## config.mk

```make
export PLATFORM = sky130hd
export DESIGN_NAME = hex_display_ctrl
export DESIGN_NICKNAME = d
export VERILOG_FILES = /design/src/rtl/hex_display_ctrl.sv
export SDC_FILE = /design/constraint.sdc
export NUM_CORES = 1
export LEC_CHECK = 0
export ABC_AREA = 1
export CELL_PAD_IN_SITES_DETAIL_PLACEMENT = 1
export CELL_PAD_IN_SITES_GLOBAL_PLACEMENT = 1
export CORE_ASPECT_RATIO = 2
export CORE_MARGIN = 2
export CORE_UTILIZATION = 35
export DETAILED_ROUTE_END_ITERATION = 10
export PLACE_DENSITY = 0.68
export SKIP_LAST_GASP = 1
export SYNTH_ARGS = -nofsm -noshare
export SYNTH_HDL_FRONTEND = slang
export SYNTH_SLANG_ARGS = --single-unit
export TNS_END_PERCENT = 10
```

## constraint.sdc

```tcl
create_clock -name clk -period 2.5 [get_ports clk]
set_clock_uncertainty 0.15 [all_clocks]
set_input_delay 0.5 -clock clk [delete_from_list [all_inputs] [get_ports clk]]
set_output_delay 0.5 -clock clk [all_outputs]
set_load 0.03 [all_outputs]
```

## src/rtl/hex_display_ctrl.sv

```systemverilog
// hex_display_ctrl: captures a multi-nibble value and drives seven-segment
// patterns (active-low, bit6=a .. bit0=g) both in parallel and as a
// time-multiplexed scan, with leading-zero blanking and per-digit blinking.
module hex_display_ctrl #(
    parameter int NUM_DIGITS = 8,
    parameter int BLINK_DIV  = 24,
    parameter int SCAN_DIV   = 16
) (
    input  logic                    clk,
    input  logic                    rst_n,
    input  logic [4*NUM_DIGITS-1:0] data_in,
    input  logic                    load,
    input  logic                    blank_lz,
    input  logic [NUM_DIGITS-1:0]   blink_mask,
    output logic [7*NUM_DIGITS-1:0] seg,
    output logic [6:0]              scan_seg,
    output logic [NUM_DIGITS-1:0]   scan_an,
    output logic                    upd
);

    localparam int               IDX_W     = (NUM_DIGITS > 1) ? $clog2(NUM_DIGITS) : 1;
    localparam logic [IDX_W-1:0] LAST_IDX  = IDX_W'(NUM_DIGITS - 1);
    localparam logic [6:0]       SEG_BLANK = 7'b1111111;

    logic [4*NUM_DIGITS-1:0] hold_q,     hold_d;
    logic [BLINK_DIV-1:0]    blinkCnt_q, blinkCnt_d;
    logic [SCAN_DIV-1:0]     scanPre_q,  scanPre_d;
    logic [IDX_W-1:0]        scanIdx_q,  scanIdx_d;
    logic [7*NUM_DIGITS-1:0] seg_q,      seg_d;
    logic [6:0]              scanSeg_q,  scanSeg_d;
    logic [NUM_DIGITS-1:0]   scanAn_q,   scanAn_d;
    logic                    loadDly_q,  loadDly_d;
    logic                    upd_q,      upd_d;

    logic                    upperZero;
    logic [NUM_DIGITS-1:0]   digitBlank;
    logic [6:0]              digitPat [NUM_DIGITS];

    function automatic logic [6:0] hexToSeg(input logic [3:0] nibble);
        case (nibble)
            4'h0:    hexToSeg = 7'b0000001;
            4'h1:    hexToSeg = 7'b1001111;
            4'h2:    hexToSeg = 7'b0010010;
            4'h3:    hexToSeg = 7'b0000110;
            4'h4:    hexToSeg = 7'b1001100;
            4'h5:    hexToSeg = 7'b0100100;
            4'h6:    hexToSeg = 7'b0100000;
            4'h7:    hexToSeg = 7'b0001111;
            4'h8:    hexToSeg = 7'b0000000;
            4'h9:    hexToSeg = 7'b0001100;
            4'hA:    hexToSeg = 7'b0001000;
            4'hB:    hexToSeg = 7'b1100000;
            4'hC:    hexToSeg = 7'b0110001;
            4'hD:    hexToSeg = 7'b1000010;
            4'hE:    hexToSeg = 7'b0110000;
            default: hexToSeg = 7'b0111000;
        endcase
    endfunction

    // Walk from the top digit down so a digit blanks only when it and everything above it is zero; digit 0 always shows.
    always_comb begin
        upperZero  = 1'b1;
        digitBlank = '0;
        for (int k = NUM_DIGITS - 1; k >= 0; k--) begin
            upperZero     = upperZero & (hold_q[4*k +: 4] == 4'h0);
            digitBlank[k] = (blank_lz & upperZero & (k != 0))
                          | (blinkCnt_q[BLINK_DIV-1] & blink_mask[k]);
        end
    end

    // Per-digit pattern with blanking applied, shared by the parallel and scan outputs.
    always_comb begin
        seg_d = '0;
        for (int k = 0; k < NUM_DIGITS; k++) begin
            digitPat[k]      = digitBlank[k] ? SEG_BLANK : hexToSeg(hold_q[4*k +: 4]);
            seg_d[7*k +: 7]  = digitPat[k];
        end
    end

    // Scan outputs come from the same index value so anode and segments always switch together.
    always_comb begin
        scanSeg_d = digitPat[scanIdx_q];
        scanAn_d  = '1;
        for (int k = 0; k < NUM_DIGITS; k++) begin
            scanAn_d[k] = (scanIdx_q != IDX_W'(k));
        end
    end

    // Counters, hold capture and the two-stage load delay feeding upd.
    always_comb begin
        blinkCnt_d = blinkCnt_q + BLINK_DIV'(1);
        scanPre_d  = scanPre_q + SCAN_DIV'(1);
        scanIdx_d  = scanIdx_q;
        if (&scanPre_q) begin
            scanIdx_d = (scanIdx_q == LAST_IDX) ? '0 : scanIdx_q + IDX_W'(1);
        end
        hold_d    = load ? data_in : hold_q;
        loadDly_d = load;
        upd_d     = loadDly_q;
    end

    // All state and registered outputs; reset shows a fully dark display.
    always_ff @(posedge clk or negedge rst_n) begin
        if (!rst_n) begin
            hold_q     <= '0;
            blinkCnt_q <= '0;
            scanPre_q  <= '0;
            scanIdx_q  <= '0;
            seg_q      <= '1;
            scanSeg_q  <= '1;
            scanAn_q   <= '1;
            loadDly_q  <= 1'b0;
            upd_q      <= 1'b0;
        end else begin
            hold_q     <= hold_d;
            blinkCnt_q <= blinkCnt_d;
            scanPre_q  <= scanPre_d;
            scanIdx_q  <= scanIdx_d;
            seg_q      <= seg_d;
            scanSeg_q  <= scanSeg_d;
            scanAn_q   <= scanAn_d;
            loadDly_q  <= loadDly_d;
            upd_q      <= upd_d;
        end
    end

    assign seg      = seg_q;
    assign scan_seg = scanSeg_q;
    assign scan_an  = scanAn_q;
    assign upd      = upd_q;

endmodule
```

==> metrics.md <==
| Metric | Value |
|---|---|
| Global-route wire length before repair | `between 30,000 and 40,000 µm` |
| Grt met1 use | `0.2423` |
| Fraction of layout instances using a drive strength above 1 | `0.1335` |
| Tightest Pin Transition | `roughly 0.83 ns` |
| Worst-path clk slew | `0.06 ns` |
| Slew Limit Headroom | `0.4431` |
| Dpl hpwl | `16,090 µm` |
| Initial Utilization | `0.3540` |
| Worst slack, placed | `0.004753 ns` |
| Slowest stage delay, CP | `between 0.6 and 0.7 ns` |
| M2 GR Usage | `0.3300` |
| Worst Path Required | `1.85 ns` |
| EDFF count, synth | `0` |
| Grt peak-use layer | `met2` |
| Inserted Clock Buffers | `17` |
| PwrDens | `718.7 nW/µm²` |
| Root buf cell | `clkbuf_16` |
| Area delta synth->final | `26.97%` |
| CP cell instances | `clkdlybuf4s50_1` |
| Largest net degree at the start of global routing | `53` |
| Die ar. | `23,400 µm²` |
| Post-DP Area | `9195 µm²` |
| H-Tree Depth | `4` |
| Ports | `116` |
| Status | `complete, no violations` |
| Sequential area share after synthesis | `0.4898` |
| Avg Inst Size Synth | `8.622 µm²` |
| Mapped cell area | `7742 µm²` |
| Fmax | `429.6 MHz` |
| Clk pwr share | `0.382` |
| Clk_lat worst skew | `0.45 ns` |
| Core area | `21,870 µm²` |
| Nets@finish | `around 1,100` |
| Path category of the worst min-delay check | `reg2reg` |
| Max VDD drop | `~0.53 mV` |
| Worst setup SP type | `flip-flop` |
| Post-Synthesis Cells | `between 800 and 900` |
| Predominant post-synthesis flop cell | `dfrtp_1` |
| Setup violators final | `0` |
| Leakage power | `approximately 4.7 nW` |
| # diodes | `0` |
| Final WS setup | `roughly 0.17 ns` |
| Seq pwr share | `0.405` |
| Crit-path slowest cell | `clkdlybuf4s50_1` |
| Buf/Inv on CP | `1` |
| Max-slew violations | `0` |
| Detailed Routing Iterations Pass 1 | `4` |
| Port bufs | `115` |
| Gr usage total | `0.1969` |
| M3 GR Usage | `0.04894` |
| Chip height | `approximately 210 µm` |
| CTS Sinks | `148` |
| Worst r2r src | `hold_q[28]` |
| Share of flip-flops with an asynchronous set or reset | `1.000` |
| Die width | `109.2 µm` |
| Minimum clock period | `2.328 ns` |
| Hold path endpoint | `upd` |
| WHS | `0.2097 ns` |
| Fin crit share | `0.9312` |
| Final instance area | `9831 µm²` |
| # DRC | `0` |
| 1st-iter DRT viols | `198` |
| Unrepaired setup endpoints after global routing | `no` |
| Routed wire length | `21,640 µm` |
| Setup slack, reg-to-reg | `0.21 ns` |
| Worst reg2reg path endpoint | `scan_seg[2]` |
| CP Capture Type | `output pin` |
| Comb power frac | `0.213` |
| Vias per cell | `4.951` |
| CP Data Arrival Time | `1.68 ns` |
| Synthesized Nets | `between 900 and 1,000` |
| Row count | `a little under 80` |
| Net Sw Frac | `0.3023` |
| Deepest clock path buffer count | `2` |
| Synth Warn # | `0` |
| Crit Path Category | `reg2out` |
| Final hold violations | `0` |
| Hold path cells | `0` |
| Initial antenna violation count | `0` |
| Crit path max-delay family | `buffers and inverters` |
| Layout fillers | `2,539` |
| Internal Power | `between 0.004 and 0.005 W` |
| P_sw | `0.002136 W` |
| Antenna Nets Post-Route | `0` |
| Maxcap violations | `0` |
| TritonCTS clock tree | `done` |
| Vias in the first global route | `6,947` |
| Grt ovf | `0` |
| Post-Route Setup TNS | `0 ns` |
| Post-synthesis cell type count | `47` |
| Avg WL per Cell | `16.62 µm` |
| Worst Min Path Start | `loadDly_q` |
| Cells on worst reg2reg path | `14` |
| Worst-path maximum fanout | `1` |
| Via count | `6,446` |
| GPL Wtd Cong | `around 0.89` |
| Seq cells post-synth | `148` |
==> layout by cell type (no fill, tap or decap), types with 3 or more instances in the layout <==
cell type          n
nor2_2             3
nand3_1           50
ha_1              42
o21bai_1           3
clkbuf_16         17
nor2_1            58
nor3_1             5
nand2_1          228
buf_12             3
o221ai_1           4
o21ai_0           69
nor2_4             4
nor3_2             3
a31oi_1            5
nand3_2            4
xor2_1            24
dfrtp_1           77
clkinv_1           6
clkdlybuf4s50_1  113
bufinv_16          4
inv_2              3
nand4_1           31
inv_1            105
clkinvlp_4         3
a211oi_1           3
o211ai_1          10
buf_4              7
a21oi_1           24
o22ai_1            3
xnor2_1           12
dfstp_2           71
clkinv_2           5
==> registers in the layout, indices dropped and copies added, names as in the netlist, 3 cells and up <==
| signal | cells |
|---|---|
| seg | 56 |
| scanPre_q | 16 |
| blinkCnt_q | 24 |
| hold_q | 32 |
| scanIdx_q | 3 |
| scan_an | 8 |
| scan_seg | 7 |
==> synthesized netlist by cell type, types with 2 or more instances <==
library cell / count / area [µm²]
nand3_1: 50 / 250.2
xor2_1: 24 / 210.2
a32oi_1: 2 / 17.52
ha_1: 42 / 525.5
dfstp_2: 71 / 1866
dfrtp_1: 77 / 1927
a211oi_1: 3 / 22.52
nand2_1: 228 / 855.8
buf_2: 5 / 25.02
nand2_2: 2 / 12.51
o21ai_0: 69 / 345.3
nand3_2: 4 / 40.04
nor3_1: 5 / 25.02
nor2_1: 58 / 217.7
clkbuf_1: 21 / 78.83
a31oi_1: 5 / 31.28
o211ai_1: 10 / 75.07
clkinv_1: 4 / 15.01
buf_6: 3 / 33.78
nor3_2: 3 / 30.03
nor2_2: 4 / 25.02
o221ai_1: 4 / 35.03
nor4_1: 2 / 12.51
nor2_4: 3 / 33.78
o21bai_1: 3 / 22.52
o311ai_0: 3 / 26.28
o22ai_1: 3 / 18.77
a21oi_1: 24 / 120.1
inv_2: 3 / 11.26
inv_1: 105 / 394.1
nand4_1: 31 / 193.9
xnor2_1: 12 / 105.1
==> metal layers <==
metal / vias to the layer above / wire length [µm] / part of all wire
li1: 3138 / - / -
met1: 3130 / 9328 / 0.43
met2: 147 / 10900 / 0.50
met3: 31 / 904 / 0.042
met4: 0 / 510 / 0.024
met5: - / 0 / 0
==> through the flow <==
stage	total power, W	utilization	cells
after detailed placement	0.004399	0.4204	1268
final	0.007065	0.4495	1302
after floorplan	0.003730	-	898
after global routing	0.007409	0.4495	1302
after global placement	0.004383	0.4204	1268
after CTS	0.007173	0.4489	1301
==> timing repair <==
| item | 4_1_cts | 5_1_grt |
|---|---|---|
| gates resized for setup | 0 | 2 |
| hold endpoints to repair | 15 | 0 |
| setup endpoints to repair | 0 | 6 |
| setup buffers | 0 | 1 |
| hold buffers | 1 | 0 |
==> power by group through the flow <==
stage / Combinational [W] / Clock [W] / Sequential, W
floorplan: 0.000548 / 0 / 0.00318
global placement: 0.00149 / 0 / 0.00289
detailed placement: 0.00150 / 0 / 0.00290
CTS: 0.00152 / 0.00279 / 0.00286
global route: 0.00165 / 0.00288 / 0.00289
finish: 0.00150 / 0.00270 / 0.00286
==> worst max-delay path by stage <==
| stage | slack [ns] | to | cells past startpoint | start |
|---|---|---|---|---|
| 3_3_place_gp | 0.08 | scan_seg[5] | 13 | blank_lz |
| 3_5_place_dp | 0.005 | scan_seg[2] | 13 | blank_lz |
| 5_1_grt | 0.01 | scan_seg[3] | 12 | hold_q[28] |
| 6_report | 0.17 | scan_seg[6] | 1 | scan_seg[6] |
| 2_1_floorplan | 0.64 | seg[12] | 12 | hold_q[28] |
| 4_1_cts | 0.14 | scan_seg[2] | 1 | scan_seg[2] |
==> layout make-up <==
cell class / instances / area (µm²) / area share
well taps: 276 / 345.3 / 0.03513
flip-flops and latches: 148 / 3792 / 0.3858
clock buffers: 17 / 425.4 / 0.04327
clock inverters: 15 / 187.7 / 0.01909
inverters: 113 / 425.4 / 0.04327
repair buffers: 126 / 1270 / 0.1292
multi-input cells: 607 / 3385 / 0.3443
==> logic make-up after synthesis <==
| family | Yosys count | synth area share |
|---|---|---|
| AND/OR/NAND/NOR | 394 | 0.2259 |
| flip-flops | 148 | 0.4898 |
| buffers and inverters | 143 | 0.07369 |
| AO/OA/AOI/OAI | 134 | 0.1007 |
| adder cells (fa/ha/maj) | 42 | 0.06787 |
| XOR/XNOR | 36 | 0.04072 |
| multiplexers | 1 | 0.001293 |
==> worst register-to-register path: stages (launching register included) <==
cell,delay [ns]
dfrtp_1,0.41
inv_1,0.15
ha_1,0.22
nand2_1,0.08
inv_1,0.06
nand2_1,0.12
nor2_4,0.15
nand3_2,0.11
nor2_4,0.16
nand2_1,0.18
nand4_1,0.12
nand2_1,0.07
nand2_1,0.08
nand2_1,0.07
nand2_1,0.08
Power figures use the tool's default switching activity.
